==> src/rtl/wb_write_queue.sv <==
// Write-back merge queue: in-order buffer that merges pipeline (A) and long-latency (B)
// writes into the single register-file write port and forwards pending data to ID reads.
module wb_write_queue #(
    parameter int DEPTH  = 4,
    parameter int ADDR_W = 5,
    parameter int DATA_W = 32
) (
    input  logic              clk,
    input  logic              rst,
    input  logic              a_we_i,
    input  logic [ADDR_W-1:0] a_waddr_i,
    input  logic [DATA_W-1:0] a_wdata_i,
    input  logic              b_we_i,
    input  logic [ADDR_W-1:0] b_waddr_i,
    input  logic [DATA_W-1:0] b_wdata_i,
    output logic              we_o,
    output logic [ADDR_W-1:0] waddr_o,
    output logic [DATA_W-1:0] wdata_o,
    input  logic [ADDR_W-1:0] raddr1_i,
    input  logic [ADDR_W-1:0] raddr2_i,
    output logic              hit1_o,
    output logic [DATA_W-1:0] fdata1_o,
    output logic              hit2_o,
    output logic [DATA_W-1:0] fdata2_o,
    output logic              stall_o,
    output logic              overflow_o
);
    localparam int PTR_W = $clog2(DEPTH);
    localparam int CNT_W = PTR_W + 1;

    logic [ADDR_W-1:0] addr_mem_r [DEPTH];
    logic [DATA_W-1:0] data_mem_r [DEPTH];
    logic [PTR_W-1:0]  rd_ptr_r;
    logic [PTR_W-1:0]  wr_ptr_r;
    logic [CNT_W-1:0]  count_r;
    logic              overflow_r;

    logic              deq_s;
    logic              a_v_s;
    logic              b_v_s;
    logic              acc_a_s;
    logic              acc_b_s;
    logic              drop_s;
    logic [CNT_W-1:0]  space_s;
    logic [CNT_W-1:0]  count_nxt_s;
    logic [PTR_W-1:0]  b_ptr_s;

    // Enqueue admission: register-0 writes vanish, A has priority, B needs a second slot.
    always_comb begin
        deq_s   = (count_r != {CNT_W{1'b0}});
        a_v_s   = a_we_i && (a_waddr_i != {ADDR_W{1'b0}});
        b_v_s   = b_we_i && (b_waddr_i != {ADDR_W{1'b0}});
        space_s = CNT_W'(DEPTH) - count_r + {{(CNT_W-1){1'b0}}, deq_s};
        acc_a_s = a_v_s && (space_s != {CNT_W{1'b0}});
        acc_b_s = b_v_s && (a_v_s ? (space_s >= CNT_W'(2)) : (space_s != {CNT_W{1'b0}}));
        drop_s  = (a_v_s && !acc_a_s) || (b_v_s && !acc_b_s);
        b_ptr_s = acc_a_s ? (wr_ptr_r + PTR_W'(1)) : wr_ptr_r;
        count_nxt_s = count_r + {{(CNT_W-1){1'b0}}, acc_a_s} + {{(CNT_W-1){1'b0}}, acc_b_s}
                      - {{(CNT_W-1){1'b0}}, deq_s};
    end

    // Head presentation, stall and youngest-match forwarding for both read ports.
    always_comb begin
        we_o       = deq_s;
        waddr_o    = deq_s ? addr_mem_r[rd_ptr_r] : {ADDR_W{1'b0}};
        wdata_o    = deq_s ? data_mem_r[rd_ptr_r] : {DATA_W{1'b0}};
        stall_o    = (count_r >= CNT_W'(DEPTH - 1));
        overflow_o = overflow_r;
        hit1_o     = 1'b0;
        fdata1_o   = {DATA_W{1'b0}};
        hit2_o     = 1'b0;
        fdata2_o   = {DATA_W{1'b0}};
        // Walk oldest to youngest so the last match wins.
        for (int i = 0; i < DEPTH; i++) begin
            logic [PTR_W-1:0] idx;
            logic             live;
            logic             m1;
            logic             m2;
            idx      = rd_ptr_r + PTR_W'(i);
            live     = (CNT_W'(i) < count_r);
            m1       = live && (raddr1_i != {ADDR_W{1'b0}}) && (addr_mem_r[idx] == raddr1_i);
            m2       = live && (raddr2_i != {ADDR_W{1'b0}}) && (addr_mem_r[idx] == raddr2_i);
            hit1_o   = m1 ? 1'b1 : hit1_o;
            fdata1_o = m1 ? data_mem_r[idx] : fdata1_o;
            hit2_o   = m2 ? 1'b1 : hit2_o;
            fdata2_o = m2 ? data_mem_r[idx] : fdata2_o;
        end
    end

    // Pointer, occupancy and sticky overflow state.
    always_ff @(posedge clk or negedge rst) begin
        if (!rst) begin
            rd_ptr_r   <= {PTR_W{1'b0}};
            wr_ptr_r   <= {PTR_W{1'b0}};
            count_r    <= {CNT_W{1'b0}};
            overflow_r <= 1'b0;
        end else begin
            rd_ptr_r   <= deq_s ? (rd_ptr_r + PTR_W'(1)) : rd_ptr_r;
            wr_ptr_r   <= wr_ptr_r + {{(PTR_W-1){1'b0}}, acc_a_s} + {{(PTR_W-1){1'b0}}, acc_b_s};
            count_r    <= count_nxt_s;
            overflow_r <= overflow_r | drop_s;
        end
    end

    // Entry storage; validity is tracked by the pointers, so no reset is needed.
    always_ff @(posedge clk) begin
        if (acc_a_s) begin
            addr_mem_r[wr_ptr_r] <= a_waddr_i;
            data_mem_r[wr_ptr_r] <= a_wdata_i;
        end
        if (acc_b_s) begin
            addr_mem_r[b_ptr_s] <= b_waddr_i;
            data_mem_r[b_ptr_s] <= b_wdata_i;
        end
    end

endmodule

==> config.mk <==
export PLATFORM = sky130hd
export DESIGN_NAME = wb_write_queue
export DESIGN_NICKNAME = d
export VERILOG_FILES = /design/src/rtl/wb_write_queue.sv
export SDC_FILE = /design/constraint.sdc
export NUM_CORES = 1
export LEC_CHECK = 0
export CORE_ASPECT_RATIO = 1.2
export CORE_MARGIN = 4
export CORE_UTILIZATION = 45
export CTS_BUF_LIST = sky130_fd_sc_hd__clkbuf_4 sky130_fd_sc_hd__clkbuf_8
export DETAILED_ROUTE_END_ITERATION = 8
export PLACE_DENSITY = 0.77
export SLEW_MARGIN = 10
export SYNTH_ARGS = -nofsm -noshare
export SYNTH_HDL_FRONTEND = slang
export SYNTH_SLANG_ARGS = --single-unit
==> constraint.sdc <==
create_clock -name clk -period 4.6 [get_ports clk]
set_input_delay 0.92 -clock clk [delete_from_list [all_inputs] [get_ports clk]]
set_output_delay 0.92 -clock clk [all_outputs]
set_load 0.01 [all_outputs]
* Word-level counts from Yosys, hierarchy flattened
Memories as Yosys holds them, arrays and structs flattened.
Index checks and enable logic that the tools add are counted.
** Storage, ports and cells
- Bits in writable memories :: 148
- Bits in registers :: 8
- Memories kept :: 2
- Word-level logic and storage cells :: 87
** Cells by class
- Add/sub/neg operators :: 11
- Reduce and logical (&&, ||, !) cells :: 31
- Bitwise operators :: 1
- Eq/ne operators :: 8
- Magnitude comparators :: 6
- Mux-type cells :: 24
** Memory list
- data_mem_r :: words 4, bits a word 32, rd ports 4, clocked after Yosys merged registers in 0, wr ports 2, line 32 : logic [DATA_W-1:0] data_mem_r [DEPTH];
- addr_mem_r :: words 4, bits a word 5, rd ports 4, clocked after Yosys merged registers in 0, wr ports 2, line 31 : logic [ADDR_W-1:0] addr_mem_r [DEPTH];
** Operators by type and width (count)
- 2-to-1 mux 32 bit :: 9
- == test 5 bit :: 8
- logical AND 1 bit :: 22
- nonzero test 5 bit :: 4
- 2-to-1 mux 1 bit :: 13
- adder 3 x 1 -> 3 bit :: 3
- greater-or-equal comparator 3 x 2 -> 1 bit (second input constant) :: 2
- less-than comparator 1 x 3 -> 1 bit (first input constant) :: 2
- less-than comparator 2 x 3 -> 1 bit (first input constant) :: 2
- nonzero test 3 bit :: 2
- 2-to-1 mux 5 bit :: 1
- adder 2 x 1 -> 2 bit :: 2
- adder 2 x 1 -> 2 bit (second input constant) :: 2
- adder 2 bit (second input constant) :: 2
- subtractor 3 x 1 -> 3 bit :: 1
- subtractor 3 bit (first input constant) :: 1
- logical NOT 1 bit :: 2
- 2-to-1 mux 2 bit :: 1
- logical OR 1 bit :: 1
- bitwise OR 1 bit :: 1

* Logic depth before layout (Yosys ltp)
- Depth after elaboration :: 9
- Gate-level depth with buffers :: 19

* Worst setup path after synthesis
OpenSTA, ideal clock, no wires.
- Kind :: reg-to-reg
- Start point :: reg count_r[1]
- End point :: mem addr_mem_r[3][0] (enable)
- Slack :: 0.262 ns
- Arrival :: 3.943 ns
- Period minus slack after synthesis :: 4.338 ns
- Stages on the path, launching flop included :: 19
- Cells stage by stage :: dfrtp_1 -> inv_1 -> nand3_1 -> inv_1 -> clkbuf_1 -> buf_1 -> ha_1 -> inv_1 -> ha_1 -> xor2_1 -> nor2_1 -> a21o_1 -> inv_2 -> buf_2 -> o31ai_1 -> nand2_1 -> buf_2 -> buf_2 -> nand2_1
** RTL lines
- from (decl) :: line 35 : logic [CNT_W-1:0] count_r;
- from (signal assigned) :: line 95 : count_r <= {CNT_W{1'b0}};
- from (signal assigned) :: line 100 : count_r <= count_nxt_s;
- to (decl) :: line 31

* Final worst setup path
- Start point :: reg rd_ptr_r[0]
- End point :: out fdata1_o[14]
** On the way
- Word-level cells in the longest chain between the ends :: 7
** RTL lines
- from (decl) :: line 33 : logic [PTR_W-1:0] rd_ptr_r;
- from (signal assigned) :: line 93 : rd_ptr_r <= {PTR_W{1'b0}};
- from (signal assigned) :: line 98 : rd_ptr_r <= deq_s ? (rd_ptr_r + PTR_W'(1)) : rd_ptr_r;
- adder 2 x 1 -> 2 bit / memory read (4 x 5 bit) (equally long branches)
- memory read (4 x 5 bit) / == test 5 bit (equally long branches)
- == test 5 bit / logical AND 1 bit (equally long branches) :: line 81 : m1 = live && (raddr1_i != {ADDR_W{1'b0}}) && (addr_mem_r[idx] == raddr1_i);
- logical AND 1 bit / 2-to-1 mux 32 bit (equally long branches) :: line 81, 84
- 2-to-1 mux 32 bit (2 in series) :: line 84 : fdata1_o = m1 ? data_mem_r[idx] : fdata1_o;
- 2-to-1 mux 32 bit * :: line 84
- to (decl) :: line 22 : output logic [DATA_W-1:0] fdata1_o,
Every way passes the cells marked *; elsewhere a longest branch is shown, timed or not.

==> flow_summary.json <==
{
  "run_status": "finished, final reports clean",
  "dr.first_iter.drc_count": 843,
  "leakage_nw": 6.22,
  "vias": 10429,
  "routedWlPerCell_microns": 23.1,
  "postLayoutSetupSlackWorst_ps": 38.6,
  "clk_transition_reported_paths_ps": 80,
  "multi_input_area_sq_um": 8520,
  "num-fill-cells": 2432,
  "dieWidth_microns": 166,
  "ys_async_sr_fraction_pct": 5.13,
  "wl_met1_mm": 14.5,
  "h_tree_level_count": 4,
  "synthesis.yosys.warnings": 0,
  "critical_path_buf_inv_count": 3,
  "synth_top_cell_by_area": "edfxtp_1",
  "grt_overflow_total": 0,
  "cts_sinks": 156,
  "crit_type": "flop to output pin",
  "report.final.slew_viol_count": 0,
  "slew_headroom_pct": 51.5,
  "postRouteWirelength_mm": 38.7,
  "fin_worst_skew_ps": 12.3,
  "worst_ep_required_time_ps": 3680,
  "synthTopCellsByCount": "189 x mux2_2, 148 x edfxtp_1, 130 x mux4_2",
  "seq_cells_post_synth": 156,
  "synth.top_cells.by_area": "edfxtp_1 33%, mux4_2 22%, mux2_2 16%",
  "core_region_area_sq_um": 29700,
  "placedCellCount": 1627,
  "max_slew.worst_pin.slew_ps": 727,
  "path_max_fanout": 26,
  "number_of_cell_rows": 69,
  "mean_cell_area_of_the_mapped_netlist_sq_um": 12.6,
  "finalHoldViolCount": 0,
  "max_stage_delay_ps": 610,
  "grtUsageTotal_pct": 23.0,
  "finish.net_count": 1365,
  "final.min_clock_period_ps": 4560,
  "number_of_cts_inserted_buffers": 17,
  "first_global_vias": 10553,
  "synth_edf_count": 148,
  "path_cells": "buf_8 -> mux2i_1 -> mux2i_1 -> xnor2_1 -> nand4_1 -> or3_2 -> buf_12 -> a31oi_1 -> clkdlybuf4s50_1",
  "total_power_mw": 12.9,
  "post-synth-top-count-cell": "mux2_2",
  "worst_hold_path_type": "flop to flop",
  "vias_per_cell": 6.23,
  "io_buffers": 193,
  "family_of_cells_with_the_greatest_summed_delay_on_the_critical_path": "buffers and inverters",
  "grt_antenna_before_repair": 8,
  "clock_tree.buffer_depth": 2,
  "fraction_of_final_layout_cells_with_drive_strength_greater_than_1_pct": 39.6,
  "top_layer_used": "met5",
  "grt_pass1_wl_mm": 59.7,
  "p_per_area_nw_per_um2": 766,
  "final-seq-area_sq_um": 4650,
  "fp.dieArea_sq_um": 33000,
  "synth_nets": 1178,
  "maxCapViolCount": 0,
  "cpMostUsedCell": "mux2i_1",
  "mapped_cell_area_sq_um": 13600,
  "finalSetupViolCount": 0,
  "grt_start_max_net_pins": 73,
  "post_layout_nonfiller_instances": 1674,
  "place_ws_ps": -186,
  "synth_ff_type": "edfxtp_1",
  "share_of_synthesized_area_occupied_by_flip_flops_and_latches_pct": 34.2,
  "cts_root_buffer": "clkbuf_8",
  "crit_path_end_kind": "output pin",
  "clk_lat_worst_skew_ps": 470,
  "netlist.area_leader.share_pct": 32.8,
  "dr_wl_met2_mm": 20.1,
  "yosysUniqueCellTypes": 58,
  "pin_count": 194,
  "route.met3.wl_mm": 2.79,
  "tritoncts": "built",
  "gp_congestion": 0.909,
  "postCtsHoldBufs": 0,
  "fmaxAchievable_mhz": 219,
  "grt_setup_unrepaired": "yes",
  "timing.critical_path.slowest_stage_cell": "clkdlybuf4s50_1",
  "post_synth_inst_count": 1078,
  "detailedPlacementHpwl_mm": 27.1,
  "cp.arrival_ps": 3640,
  "die_h_microns": 198,
  "start_util_pct": 45.7,
  "critical_path.startpoint_type": "flop",
  "final.period_utilization_pct": 99.2,
  "detail_route.drc_violations": 0,
  "synthToLayoutAreaGrowth_pct": 24.3,
  "antenna_left": 0,
  "power.ir.vdd_worst_mv": 0.423,
  "first_drt_pass_iteration_count": 5
}
==> report_power, final <==
part,switching [mW],internal [mW]
Sequential,0.516,2.42
Clock,0.551,0.497
Combinational,4.28,4.65
Total,5.35,7.56
==> through the flow <==
stage / util (%) / area [sq um] / hold slack [ps] / TNS [ps]
5_1_grt: 56.7 / 16900 / 486 / -265
2_1_floorplan: - / 13600 / 493 / 0
3_5_place_dp: 54.7 / 16200 / 457 / -6810
3_3_place_gp: 54.7 / 16200 / 455 / -5940
6_report: 56.8 / 16900 / 468 / 0
4_1_cts: 56.3 / 16700 / 477 / -5.22
==> area by class of cell <==
cell class	count	share of cell area, %
clock inverters	13	0.839
multi-input cells	802	50.6
well taps	390	2.89
inverters	17	0.401
diodes	6	0.0891
flip-flops and latches	156	27.6
repair buffers	271	16.1
clock buffers	19	1.48
==> kinds of logic (layout without fill, tap and decap cells) <==
kind of cell    count (synthesis)  in the layout  synth area share (%)
buf+inv                       120            320                  4.46
xor+xnor                       42             42                  2.77
simple gates                  234            234                  8.15
flops                         156            156                  34.2
compound gates                144            144                  7.36
mux                           370            370                  41.7
other cells                     0              6                     0
fa+ha+maj                      12             12                  1.27
==> timing repair <==
action	4_1_cts	5_1_grt
gates resized for setup	60	36
endpoints found under the setup margin	65	38
pin swaps	2	7
setup buffers	7	2
==> final timing paths <==
path	depth (start not counted)	from	slack, ps	to
min in group asynchronous	1	rst	720	count_r[1]
max in group asynchronous	1	rst	3580	rd_ptr_r[0]
hold / removal	1	overflow_o	470	overflow_o
setup reg to reg	15	count_r[2]	1070	data_mem_r[3][25]
setup / recovery	9	rd_ptr_r[0]	40	fdata1_o[14]
hold reg to reg	1	overflow_o	470	overflow_o
==> layout by cell type, fill, tap and decap left out, types with 5 or more instances in the layout <==
cell type / n
diode_2: 6
buf_4: 57
edfxtp_1: 148
dlygate4sd2_1: 41
ha_1: 9
dlymetal6s2s_1: 16
nand2_2: 6
nand2_1: 48
mux2_2: 189
clkbuf_8: 17
nor2b_1: 36
xor2_1: 14
mux2_1: 14
nor3_1: 9
a21oi_2: 18
dfrtp_1: 6
a22oi_1: 18
mux2i_1: 23
a21oi_1: 27
nand3_1: 38
buf_6: 5
a31oi_2: 5
clkdlybuf4s50_1: 134
xnor2_1: 25
inv_1: 14
o21ai_0: 8
a211oi_1: 7
mux4_2: 131
a22oi_2: 11
a31oi_1: 25
nor2_1: 75
buf_12: 15
mux2_4: 10
==> flip-flops by register name (all words and copies together) (netlist names) <==
name        count
data_mem_r    128
addr_mem_r     20
rd_ptr_r        2
overflow_o      1
wr_ptr_r        2
count_r         3
==> routing by layer <==
layer / track usage (%) / vias up
li1: - / 4630
met1: 28.0 / 5203
met2: 41.3 / 498
met3: 4.13 / 90
met4: 7.97 / 8
met5: 0 / -
No activity file was read; power rests on OpenSTA's default activity.
